===== src/rtl/read_sequencer.sv =====
// read_sequencer: issues a run of strided read bursts to a read engine and
// collects per-run statistics (beat count, XOR of data, cycles, errors).
module read_sequencer #(
  parameter int ADDR_WIDTH = 33,
  parameter int DATA_WIDTH = 256,
  parameter int LEN_WIDTH  = 8,
  parameter int CNT_WIDTH  = 32,
  parameter int TIMEOUT    = 4096
) (
  input  logic                  clk,
  input  logic                  resetn,
  input  logic                  cfg_start,
  input  logic [ADDR_WIDTH-1:0] cfg_base_addr,
  input  logic [ADDR_WIDTH-1:0] cfg_stride,
  input  logic [CNT_WIDTH-1:0]  cfg_num_bursts,
  input  logic [LEN_WIDTH-1:0]  cfg_burst_len,
  output logic                  start,
  output logic [ADDR_WIDTH-1:0] read_addr,
  output logic [LEN_WIDTH-1:0]  burst,
  input  logic [DATA_WIDTH-1:0] read_data,
  input  logic                  read_ready,
  input  logic                  read_end,
  output logic                  busy,
  output logic                  done,
  output logic                  error,
  output logic [CNT_WIDTH-1:0]  beat_count,
  output logic [CNT_WIDTH-1:0]  bursts_done,
  output logic [DATA_WIDTH-1:0] data_xor,
  output logic [CNT_WIDTH-1:0]  total_cycles
);
  localparam int TW = $clog2(TIMEOUT + 1);

  typedef enum logic [2:0] {IDLE, ISSUE, WAIT, NEXT, FINISH} state_t;

  state_t                state, state_n;
  logic [ADDR_WIDTH-1:0] stride_q;
  logic [CNT_WIDTH-1:0]  num_q;
  logic [CNT_WIDTH-1:0]  local_cnt, local_nxt, bursts_inc, beats_want;
  logic [TW-1:0]         wait_cnt;
  logic                  end_q, end_edge, timeout_hit;
  logic                  start_d, done_d, busy_d;

  // Only a 0->1 transition of read_end closes a burst; a held level is ignored.
  assign end_edge    = read_end && !end_q;
  // A beat arriving together with the end edge is included in the check.
  assign local_nxt   = local_cnt + CNT_WIDTH'(read_ready);
  assign beats_want  = CNT_WIDTH'(burst) + CNT_WIDTH'(1);
  assign bursts_inc  = bursts_done + CNT_WIDTH'(1);
  assign timeout_hit = (wait_cnt == TW'(TIMEOUT - 1));

  // State register
  always_ff @(posedge clk) begin
    if (!resetn) state <= IDLE;
    else         state <= state_n;
  end

  // Next-state logic
  always_comb begin
    state_n = state;
    case (state)
      IDLE:    if (cfg_start) state_n = (cfg_num_bursts == '0) ? FINISH : ISSUE;
      ISSUE:   state_n = WAIT;
      WAIT:    if (end_edge)         state_n = NEXT;
               else if (timeout_hit) state_n = FINISH;
      NEXT:    state_n = (bursts_inc == num_q) ? FINISH : ISSUE;
      FINISH:  state_n = IDLE;
      default: state_n = IDLE;
    endcase
  end

  // Output decode; these feed registers so start coincides with ISSUE and
  // done follows FINISH by one cycle, together with busy falling.
  always_comb begin
    start_d = (state_n == ISSUE);
    done_d  = (state == FINISH);
    busy_d  = (state_n != IDLE);
  end

  // Registered outputs, run configuration and statistics
  always_ff @(posedge clk) begin
    if (!resetn) begin
      start        <= 1'b0;
      done         <= 1'b0;
      busy         <= 1'b0;
      error        <= 1'b0;
      read_addr    <= '0;
      burst        <= '0;
      beat_count   <= '0;
      bursts_done  <= '0;
      data_xor     <= '0;
      total_cycles <= '0;
      stride_q     <= '0;
      num_q        <= '0;
      local_cnt    <= '0;
      wait_cnt     <= '0;
      end_q        <= 1'b0;
    end else begin
      end_q <= read_end;
      start <= start_d;
      done  <= done_d;
      busy  <= busy_d;
      if (busy && total_cycles != '1) total_cycles <= total_cycles + CNT_WIDTH'(1);
      case (state)
        IDLE: if (cfg_start) begin
          stride_q     <= cfg_stride;
          num_q        <= cfg_num_bursts;
          beat_count   <= '0;
          bursts_done  <= '0;
          data_xor     <= '0;
          total_cycles <= '0;
          error        <= 1'b0;
          if (cfg_num_bursts != '0) begin
            read_addr <= cfg_base_addr;
            burst     <= cfg_burst_len;
          end
        end
        ISSUE: begin
          local_cnt <= '0;
          wait_cnt  <= '0;
        end
        WAIT: begin
          wait_cnt <= wait_cnt + TW'(1);
          if (read_ready) begin
            beat_count <= beat_count + CNT_WIDTH'(1);
            data_xor   <= data_xor ^ read_data;
            local_cnt  <= local_nxt;
          end
          if (end_edge) begin
            if (local_nxt != beats_want) error <= 1'b1;
          end else if (timeout_hit) begin
            error <= 1'b1;
          end
        end
        NEXT: begin
          bursts_done <= bursts_inc;
          if (state_n == ISSUE) read_addr <= read_addr + stride_q;
        end
        default: ;
      endcase
    end
  end
endmodule


===== config.mk =====
export PLATFORM = sky130hd
export DESIGN_NAME = read_sequencer
export DESIGN_NICKNAME = d
export VERILOG_FILES = /design/src/rtl/read_sequencer.sv
export SDC_FILE = /design/constraint.sdc
export NUM_CORES = 1
export LEC_CHECK = 0
export ABC_CLOCK_PERIOD_IN_PS = 5110
export CAP_MARGIN = 30
export CORE_AREA = 2 2 296 298
export CTS_CLUSTER_SIZE = 12
export DETAILED_ROUTE_END_ITERATION = 8
export DIE_AREA = 0 0 298 300
export GPL_ROUTABILITY_DRIVEN = 0
export SYNTH_ARGS = -nofsm -noshare
export SYNTH_HDL_FRONTEND = slang
export SYNTH_SLANG_ARGS = --single-unit

===== constraint.sdc =====
create_clock -name clk -period 5.11 [get_ports clk]
set_input_delay 1.022 -clock clk [delete_from_list [all_inputs] [get_ports clk]]
set_output_delay 1.022 -clock clk [all_outputs]
set_load 0.02 [all_outputs]

==> results of run 1 <==
-- through the flow --
| step | cells | utilization (%) |
|---|---|---|
| after floorplan | 2974 | - |
| after global placement | 4750 | 37.92 |
| after detailed placement | 4750 | 37.92 |
| after CTS | 4862 | 40.34 |
| after global routing | 4864 | 40.35 |
| final | 4871 | 40.37 |
-- power by group --
part	internal, mW	total [mW]	switching, mW	leakage [nW]
clock	2.72	4.53	1.81	1.02
sequential	4.23	4.43	0.196	4.16
combinational	1.02	2.26	1.23	8.06
total	7.98	11.2	3.24	13.2
-- critical path, stage by stage (launching register included) --
cell	delay, ns
dfxtp_1	0.48
ha_1	0.45
and4_1	0.26
nand4_2	0.27
or4_1	0.60
xnor2_1	0.27
o2111ai_1	0.14
nor4_1	0.27
and4_4	0.30
nor3_4	0.04
buf_4	0.33
nand2_1	0.19
o221ai_1	0.14
-- registers in the layout, indices dropped and copies added (netlist names), 13 cells and up --
name	cells
data_xor	256
read_addr	33
stride_q	33
beat_count	32
bursts_done	32
local_cnt	32
num_q	32
total_cycles	32
wait_cnt	13
-- cells by family after synthesis --
| logic type | Yosys count | share of synthesized area, % |
|---|---|---|
| and+or+nand+nor | 1381 | 25.38 |
| buffers and inverters | 190 | 3.193 |
| DFF | 511 | 42.72 |
| muxes | 17 | 0.7107 |
| AOI/OAI and AO/OA | 420 | 10.69 |
| adders and majority gates | 40 | 2.122 |
| xor gates and xnor gates | 415 | 15.18 |
-- how the worst min path moves through the flow --
stage                             from      endpoint
after detailed placement  stride_q[26]  stride_q[26]
after global placement     stride_q[7]   stride_q[7]
final                     stride_q[26]  stride_q[26]
after floorplan           wait_cnt[11]  wait_cnt[11]
after CTS                 stride_q[26]  stride_q[26]
after global routing      stride_q[26]  stride_q[26]
-- layout make-up --
class / instances / area (um^2)
Fill cell: 8789 / 51410
Inverter: 16 / 65.06
Clock inverter: 25 / 341.6
Multi-Input combinational cell: 2273 / 12980
Sequential cell: 511 / 10230
Tap cell: 1155 / 1445
Timing Repair Buffer: 795 / 7978
Clock buffer: 87 / 1743
Antenna cell: 9 / 22.52
-- layer usage --
| metal | up-vias | track usage (%) | routed length (um) |
|---|---|---|---|
| met4 | 24 | 7.035 | 3355 |
| met2 | 680 | 30.27 | 40330 |
| met3 | 168 | 6.568 | 7732 |
| met1 | 10350 | 24.32 | 39140 |
| met5 | - | 0 | 138 |
| li1 | 11310 | - | - |
-- placed cells by master, fill, tap and decap left out, drive strengths merged, types with 32 or more instances in the layout --
cell           synthesis  final
nand4                 40     40
buf                   21     32
clkdlybuf4s50          0    763
and3                  37     37
a21oi                186    186
ha                    39     39
nor3                  46     46
dfxtp                511    511
nand2                567    567
o21ai                 91     91
xnor2                 90     90
nand3                 76     76
nor2                 472    472
xor2                 325    325
clkbuf               153     87
==> summary.md, run 1 <==
| Metric | Value |
|---|---|
| # IOs | `764` |
| Status | `finished clean` |
| DRT Pass-1 Iters | `5` |
| Pin slew with the least headroom to its limit | `1.124 ns` |
| Pin count of the biggest net entering global routing | `175` |
| Syn Area/Cell | `8.051 um^2` |
| TNS Setup | `0 ns` |
| WL per Instance | `18.62 um` |
| Most frequent cell after synthesis | `nand2_1` |
| Number of synthesized flops with an enable pin | `0` |
| Final min period | `3.930 ns` |
| Skew final | `0.03008 ns` |
| Tot Pwr | `11.22 mW` |
| Core area | `0.08621 mm^2` |
| FFs w/ async S/R, synth | `0%` |
| Critical Path RT | `5.58 ns` |
| Vias | `22540` |
| Global route overflow | `0` |
| Synth Flop Type | `dfxtp_1` |
| Setup WS pre-CTS | `0.6521 ns` |
| Sequential area share after synthesis | `42.72%` |
| Rows | `108` |
| CP Launch Type | `flop` |
| Worst hold slack | `0.4602 ns` |
| First-pass GRT wire length | `133700 um` |
| #FFs+latches synth | `511` |
| Hold path depth | `2` |
| Initial Util | `27.77%` |
| Worst Slack Setup Final | `1.180 ns` |
| TritonCTS clock tree | `done` |
| Post-CTS Setup Bufs | `0` |
| Final hold vios | `0` |
| Share of layout cells above drive strength 1 | `4.289%` |
| Most area-consuming cells after synthesis | `dfxtp_1 43%, xor2_1 12%, nand2_1 8.9%` |
| Die area | `0.08940 mm^2` |
| CP Capture Point | `read_addr[32]` |
| Critical Path AT | `4.40 ns` |
| Synthesized area | `0.02394 mm^2` |
| P_leak | `13.25 nW` |
| PortBufs | `763` |
| R2R depth | `12` |
| CP max FO | `64` |
| Initial antenna violation count | `21` |
| Hpwl dp | `68550 um` |
| Slew headroom | `25.10%` |
| Max VDD drop | `206.3 uV` |
| Clock net sink count | `511` |
| Die H | `300 um` |
| Reg-to-Reg End | `read_addr[32]` |
| Placed cell area | `0.03269 mm^2` |
| DRC errors left | `0` |
| R2R Setup Slk | `1.18 ns` |
| Synth Instances | `2974` |
| DR iter-0 viols | `1397` |
| Setup violators final | `0` |
| Routed WL | `90700 um` |
| CTS buffer count | `60` |
| GR Util All Layers | `19.22%` |
| Worst hold path type | `reg2reg` |
| Critical path class | `reg2reg` |
| Synth cell types | `80` |
| Routed vias/inst | `4.627` |
| Crit Reg-Reg Startpoint | `bursts_done[0]` |
| Fin crit share | `76.91%` |
| CTS root buf | `clkbuf_16` |
| # nets final | `4064` |
| Die width | `298 um` |
| CP Capture Type | `flop` |
| F_max | `254.5 MHz` |
| Clock latency on the worst-skew pair | `0.64 ns` |
| DRT antenna net count | `0` |
| Pwr dens | `322.3 mW/mm^2` |
| Max Slew Vio Count | `0` |
| Clk slew on worst S/H paths | `0.06 ns` |
| Maximum root-to-sink buffer count | `3` |
| Synth-to-Final Area Change | `45.34%` |
| CTS Hold Bufs | `0` |
| Critical path origin | `bursts_done[0]` |
| Cell taking the most area after synthesis | `dfxtp_1` |
| Syn_nets | `3381` |
| Unrepaired setup endpoints after global routing | `no` |
| Total of max-cap violations | `0` |
| Top cells by count, synth | `567 x nand2_1, 511 x dfxtp_1, 472 x nor2_1, 325 x xor2_1, 186 x a21oi_1` |
| Yosys warnings | `0` |
| Htree depth | `2` |
| Vias in the first global route | `21350` |
| Post-Layout Inst Area | `0.03480 mm^2` |
| Cells resized by post-CTS repair | `0` |
| Yosys top cell area share | `42.72%` |
No activity file was read; power rests on OpenSTA's default activity.
==> run 2, diff against run 1 <==
Settings changed: ABC_CLOCK_PERIOD_IN_PS 5110 to 3300, CORE_AREA 2 2 296 298 to 2 2 297 299, DIE_AREA 0 0 298 300 to 0 0 299 301.
Clock period 5.11 ns to 3.3 ns, I/O delays scaled along.
==> run 2 against run 1 <==
Effect of this change: non-clock buffer count up 99; combinational power up 58%; critical endpoint is now read_addr[7]; clock skew down 0.0059 ns; setup slack worse by 0.98 ns; first-iteration DRC count up 0.86%; via count up 2.1%; maximum frequency up 27%; register-to-register slack worse by 0.98 ns; worst hold slack worse by 0.0035 ns; critical path type unchanged; routed wire length up 2.2%.
==> summary.md, run 2 (same netlist as run 1, synthesis figures left out) <==
| Metric | Value |
|---|---|
| Worst hold path type | `reg2reg (unchanged)` |
| Setup violators final | `0 (unchanged)` |
| DRT Pass-1 Iters | `5 (unchanged)` |
| Status | `finished clean (unchanged)` |
| Max VDD drop | `339.5 uV (was 206.3 uV)` |
| Die H | `301 um (was 300 um)` |
| Pin count of the biggest net entering global routing | `103 (was 175)` |
| DRC errors left | `0 (unchanged)` |
| Global route overflow | `0 (unchanged)` |
| CP max FO | `21 (was 64)` |
| TritonCTS clock tree | `done (unchanged)` |
| Rows | `108 (unchanged)` |
| CTS root buf | `clkbuf_16 (unchanged)` |
| Initial antenna violation count | `28 (was 21)` |
| DR iter-0 viols | `1409 (was 1397)` |
| Final hold vios | `0 (unchanged)` |
| Largest register by flop count | `data_xor (unchanged)` |
| Share of layout cells above drive strength 1 | `7.023% (was 4.289%)` |
| Layout filler cell count | `8748 (was 8789)` |
| Clock latency on the worst-skew pair | `0.63 ns (was 0.64 ns)` |
| TNS Setup | `0 ns (unchanged)` |
| PortBufs | `763 (unchanged)` |
| CP Launch Type | `flop (unchanged)` |
| Final min period | `3.096 ns (was 3.930 ns)` |
| Post-Layout Cell Count | `4962 (was 4871)` |
| WL per Instance | `18.68 um (was 18.62 um)` |
| Clk slew on worst S/H paths | `0.06 ns (about the same)` |
| CTS buffer count | `60 (unchanged)` |
| Fin crit share | `93.83% (was 76.91%)` |
| Commonest non-fill, non-tap cell in the layout | `clkdlybuf4s50_1 (unchanged)` |
| Pin slew with the least headroom to its limit | `0.7033 ns (was 1.124 ns)` |
| P_leak | `13.74 nW (was 13.25 nW)` |
| Critical Path AT | `3.60 ns (was 4.40 ns)` |
| Clock net sink count | `511 (unchanged)` |
| Clock Power Share | `39.3% (was 40.4%)` |
| Pwr dens | `483.6 mW/mm^2 (was 322.3 mW/mm^2)` |
| Hpwl dp | `71200 um (was 68550 um)` |
| DRT antenna net count | `0 (unchanged)` |
| Initial Util | `27.69% (was 27.77%)` |
| Core area | `0.08648 mm^2 (was 0.08621 mm^2)` |
| Cell-internal power | `12.18 mW (was 7.975 mW)` |
| Synth-to-Final Area Change | `48.53% (was 45.34%)` |
| Routed WL | `92710 um (was 90700 um)` |
| Total of max-cap violations | `0 (unchanged)` |
| Flop pwr share | `39.9% (was 39.5%)` |
| Skew final | `0.02421 ns (was 0.03008 ns)` |
| P_sw | `5.018 mW (was 3.240 mW)` |
| First-pass GRT wire length | `135200 um (was 133700 um)` |
| # nets final | `4163 (was 4064)` |
| Die area | `0.09000 mm^2 (was 0.08940 mm^2)` |
| Critical Path RT | `3.80 ns (was 5.58 ns)` |
| Die width | `299 um (was 298 um)` |
| CP Capture Type | `flop (unchanged)` |
| Biggest regs | `data_xor (256), read_addr (33), stride_q (33) (unchanged)` |
| # IOs | `764 (unchanged)` |
| Comb pwr share | `20.8% (was 20.1%)` |
| Largest register FFs | `256 (unchanged)` |
| CTS Hold Bufs | `0 (unchanged)` |
| Htree depth | `2 (unchanged)` |
| Placed Cells | `4846 (was 4750)` |
| Max Slew Vio Count | `0 (unchanged)` |
| Most frequent cells in the layout | `763 x clkdlybuf4s50_1, 565 x nand2_1, 510 x dfxtp_1 (was 763 x clkdlybuf4s50_1, 565 x nand2_1, 511 x dfxtp_1)` |
| Vias in the first global route | `21530 (was 21350)` |
| Slew headroom | `52.97% (was 25.10%)` |
| GR Util All Layers | `19.35% (was 19.22%)` |
| Multi-input gate area | `0.01302 mm^2 (was 0.01298 mm^2)` |
| Sw Share | `29.17% (was 28.89%)` |
| Vias | `23020 (was 22540)` |
| Routed vias/inst | `4.638 (was 4.627)` |
| Register area | `0.01023 mm^2 (about the same)` |
| Maximum root-to-sink buffer count | `3 (unchanged)` |
| Critical path class | `reg2reg (unchanged)` |
| F_max | `323.0 MHz (was 254.5 MHz)` |
run 2: cell count changes in the layout (fill, tap and decap cells not counted), sizes merged:
cell / previous run / this run
buf: 32 / 131
inv: 19 / 18
clkinv: 12 / 13
diode: 9 / 5
clkbuf: 87 / 85
clkinvlp: 3 / 4
bufinv: 7 / 4
run 2: layout make-up:
class	count	area share, %
Antenna cell	5	0.03518
Clock buffer	85	4.908
Clock inverter	23	0.7493
Inverter	16	0.1829
Multi-Input combinational cell	2273	36.60
Sequential cell	511	28.77
Tap cell	1155	4.063
Timing Repair Buffer	894	24.70
run 2: power by group through the flow:
stage / clock, mW / sequential (mW) / combinational (mW)
final: 6.76 / 6.86 / 3.58
after global routing: 7.17 / 6.90 / 3.88
after CTS: 6.95 / 6.86 / 3.60
after detailed placement: 0 / 6.98 / 3.57
after global placement: 0 / 6.98 / 3.56
after floorplan: 0 / 7.30 / 1.53
run 2: critical path, stage by stage, from the launching register on:
cell       delay, ns
dfxtp_1         0.36
ha_1            0.19
buf_4           0.18
and4_1          0.31
nand2_1         0.12
a2111oi_0       0.40
a21oi_1         0.10
a2111oi_2       0.42
and4_4          0.30
nor3_4          0.05
buf_12          0.16
buf_12          0.15
mux2i_1         0.14
nor2_1          0.06
run 2: worst paths after layout:
| kind | slack (ns) | depth (start not counted) | startpoint | to |
|---|---|---|---|---|
| setup reg to reg | 0.20 | 13 | bursts_done[0] | read_addr[7] |
| setup / recovery | 0.20 | 13 | bursts_done[0] | read_addr[7] |
| hold / removal | 0.46 | 2 | stride_q[7] | stride_q[7] |
| hold reg to reg | 0.46 | 2 | stride_q[7] | stride_q[7] |
run 2: metal layers:
metal | GRT usage [%] | wire (um) | vias up
met5 | 0 | 282 | -
met2 | 30.26 | 41330 | 682
li1 | - | - | 11510
met3 | 7.027 | 8325 | 161
met1 | 24.89 | 40300 | 10620
met4 | 5.702 | 2466 | 44
run 2: what timing repair did:
item	CTS	global route
setup buffers	0	3
endpoints found under the setup margin	0	35
endpoints found under the hold margin	0	0
resized for setup	0	12
run 2: stage by stage:
stage | util (%) | setup WS, ns | hold slack (ns) | power (mW) | instance area [um^2]
after floorplan | - | 0.07262 | 0.4323 | 8.834 | 23940
final | 41.12 | 0.2036 | 0.4566 | 17.20 | 35570
after detailed placement | 38.70 | -0.4507 | 0.4535 | 10.55 | 33460
after global placement | 38.70 | -0.4264 | 0.4478 | 10.54 | 33460
after global routing | 41.12 | -0.01281 | 0.4705 | 17.95 | 35560
after CTS | 41.02 | 0.1058 | 0.4607 | 17.40 | 35480
==> run 3, diff against run 2 <==
Settings changed: CORE_AREA 2 2 297 299 to 2 2 299 301, CTS_BUF_LIST set to sky130_fd_sc_hd__clkbuf_4, DIE_AREA 0 0 299 301 to 0 0 301 303.
==> run 3 against run 2 <==
Effect of this change: core utilization shrank 0.54 points; die area increased by 1.3%; first-iteration DRC count is 2.8% higher; clock-buffer cell count increased by 122; critical path depth unchanged; combinational power barely moved; global-route usage increased by 0.63 points; critical path type unchanged; largest cell class unchanged; highest routed layer unchanged.
==> summary.md, run 3 (same netlist as run 1, synthesis figures left out) <==
| Metric | Value |
|---|---|
| Comb pwr share | `21.8% (was 20.8%)` |
| Final min period | `3.238 ns (was 3.096 ns)` |
| Max VDD drop | `272.9 uV (was 339.5 uV)` |
| Pin slew with the least headroom to its limit | `0.9868 ns (was 0.7033 ns)` |
| Critical Path RT | `4.17 ns (was 3.80 ns)` |
| Largest register by flop count | `data_xor (unchanged)` |
| Flop pwr share | `41.5% (was 39.9%)` |
| Max Slew Vio Count | `0 (unchanged)` |
| Initial Util | `27.22% (was 27.69%)` |
| Synth-to-Final Area Change | `49.11% (was 48.53%)` |
| Met2 routed WL | `41950 um (was 41330 um)` |
| Pin count of the biggest net entering global routing | `95 (was 103)` |
| DRT antenna net count | `0 (unchanged)` |
| WL per Instance | `18.47 um (was 18.68 um)` |
| DRT Pass-1 Iters | `5 (unchanged)` |
| DR iter-0 viols | `1448 (was 1409)` |
| Most frequent cells in the layout | `763 x clkdlybuf4s50_1, 565 x nand2_1, 509 x dfxtp_1 (was 763 x clkdlybuf4s50_1, 565 x nand2_1, 510 x dfxtp_1)` |
| Routed vias/inst | `4.600 (was 4.638)` |
| Pwr dens | `463.3 mW/mm^2 (was 483.6 mW/mm^2)` |
| Skew final | `0.1081 ns (was 0.02421 ns)` |
| Final Util | `40.59% (was 41.12%)` |
| Total of max-cap violations | `0 (unchanged)` |
| Die H | `303 um (was 301 um)` |
| Largest register FFs | `256 (unchanged)` |
| Tot Pwr | `16.54 mW (was 17.20 mW)` |
| Die width | `301 um (was 299 um)` |
| Status | `finished clean (unchanged)` |
| CP max FO | `18 (was 21)` |
| P_sw | `5.136 mW (was 5.018 mW)` |
| P_leak | `14.00 nW (was 13.74 nW)` |
| First-pass GRT wire length | `139100 um (was 135200 um)` |
| Slew headroom | `34.21% (was 52.97%)` |
| Critical path class | `reg2reg (unchanged)` |
| Placed Cells | `4886 (was 4846)` |
| Clock latency on the worst-skew pair | `1.07 ns (was 0.63 ns)` |
| Wire length on met1 | `41040 um (was 40300 um)` |
| Clk slew on worst S/H paths | `0.06 ns (about the same)` |
| Fin crit share | `98.14% (was 93.83%)` |
| TritonCTS clock tree | `done (unchanged)` |
| Setup violators final | `0 (unchanged)` |
| Final hold vios | `0 (unchanged)` |
| # nets final | `4288 (was 4163)` |
| Global route overflow | `0 (unchanged)` |
| Maximum root-to-sink buffer count | `3 (unchanged)` |
| Vias in the first global route | `22840 (was 21530)` |
| CTS root buf | `clkbuf_4 (was clkbuf_16)` |
| PortBufs | `763 (unchanged)` |
| Unrepaired setup endpoints after global routing | `no` |
| Initial antenna violation count | `21 (was 28)` |
| CP Capture Type | `flop (unchanged)` |
| Top Metal Used | `met5 (unchanged)` |
| Critical Path AT | `4.11 ns (was 3.60 ns)` |
| DRC errors left | `0 (unchanged)` |
| Clock net sink count | `511 (unchanged)` |
| # IOs | `764 (unchanged)` |
| WL met3 | `8923 um (was 8325 um)` |
| Die area | `0.09120 mm^2 (was 0.09000 mm^2)` |
| Biggest regs | `data_xor (256), read_addr (33), stride_q (33) (unchanged)` |
| TNS Setup | `0 ns (unchanged)` |
| Hpwl dp | `71880 um (was 71200 um)` |
| Core area | `0.08797 mm^2 (was 0.08648 mm^2)` |
| Rows | `109 (was 108)` |
| Worst hold path type | `in2reg (was reg2reg)` |
| Post-Layout Cell Count | `5144 (was 4962)` |
| Sw Share | `31.05% (was 29.17%)` |
| Cell-internal power | `11.40 mW (was 12.18 mW)` |
| CTS buffer count | `152 (was 60)` |
| CP Launch Type | `flop (unchanged)` |
| Vias | `23660 (was 23020)` |
| Clock Power Share | `36.7% (was 39.3%)` |
| F_max | `308.8 MHz (was 323.0 MHz)` |
| Routed WL | `95010 um (was 92710 um)` |
| Share of layout cells above drive strength 1 | `10.63% (was 7.023%)` |
| Commonest non-fill, non-tap cell in the layout | `clkdlybuf4s50_1 (unchanged)` |
| GR Util All Layers | `19.98% (was 19.35%)` |
| Htree depth | `4 (was 2)` |
## run 3: power by group through the flow
stage	registers [mW]	clock network, mW	logic, mW
5_1_grt	6.90	6.61	3.91
6_report	6.86	6.07	3.61
3_3_place_gp	6.98	0	3.58
2_1_floorplan	7.30	0	1.53
4_1_cts	6.86	6.32	3.63
3_5_place_dp	6.99	0	3.59
## run 3: area by class of cell
type,count,area (um^2)
clock buffer,207,1554
tap,1165,1458
antenna,8,20.02
sequential,511,10230
timing repair buffer,927,9066
fill,9016,52260
inverter,16,65.06
multi-input combinational,2273,13020
clock inverter,37,284.0
## run 3: what timing repair did
action | 4_1_cts | 5_1_grt
endpoints found under the setup margin | 33 | 33
setup buffers | 2 | 0
hold buffers | 4 | 0
pin swaps | 1 | 3
resized for setup | 4 | 13
endpoints found under the hold margin | 4 | 0
## run 3: layer usage
layer,global-route usage (%),up-vias
li1,-,11820
met1,24.75,10890
met2,30.02,744
met3,8.579,186
met4,8.884,24
met5,0,-
## run 3: final timing paths
path	from	end	slack, ns	cells after the start
worst min-delay path	cfg_num_bursts[4]	num_q[4]	0.18	3
worst max-delay path	bursts_done[0]	read_addr[15]	0.06	13
worst max register to register	bursts_done[0]	read_addr[15]	0.06	13
worst min register to register	stride_q[11]	stride_q[11]	0.46	2
## run 3: critical path, cell delays in order (launching register included)
cell and delay, ns:
dfxtp_2 0.34, ha_1 0.17, and4_1 0.21, nand4_2 0.21, or4_1 0.50, xnor2_1 0.28
o2111ai_1 0.17, nor4_1 0.26, and4_4 0.29, nor3_4 0.05, buf_12 0.16, buf_12 0.16
mux2i_1 0.16, nor2_1 0.06
## run 3: stage by stage
step	area, um^2	setup WS [ns]	hold slack (ns)
3_5_place_dp	33730	-0.4510	0.4539
6_report	35700	0.06154	0.1801
4_1_cts	35640	0.04852	0.002358
2_1_floorplan	23940	0.07262	0.4323
5_1_grt	35700	0.006020	0.06759
3_3_place_gp	33730	-0.3836	0.4484
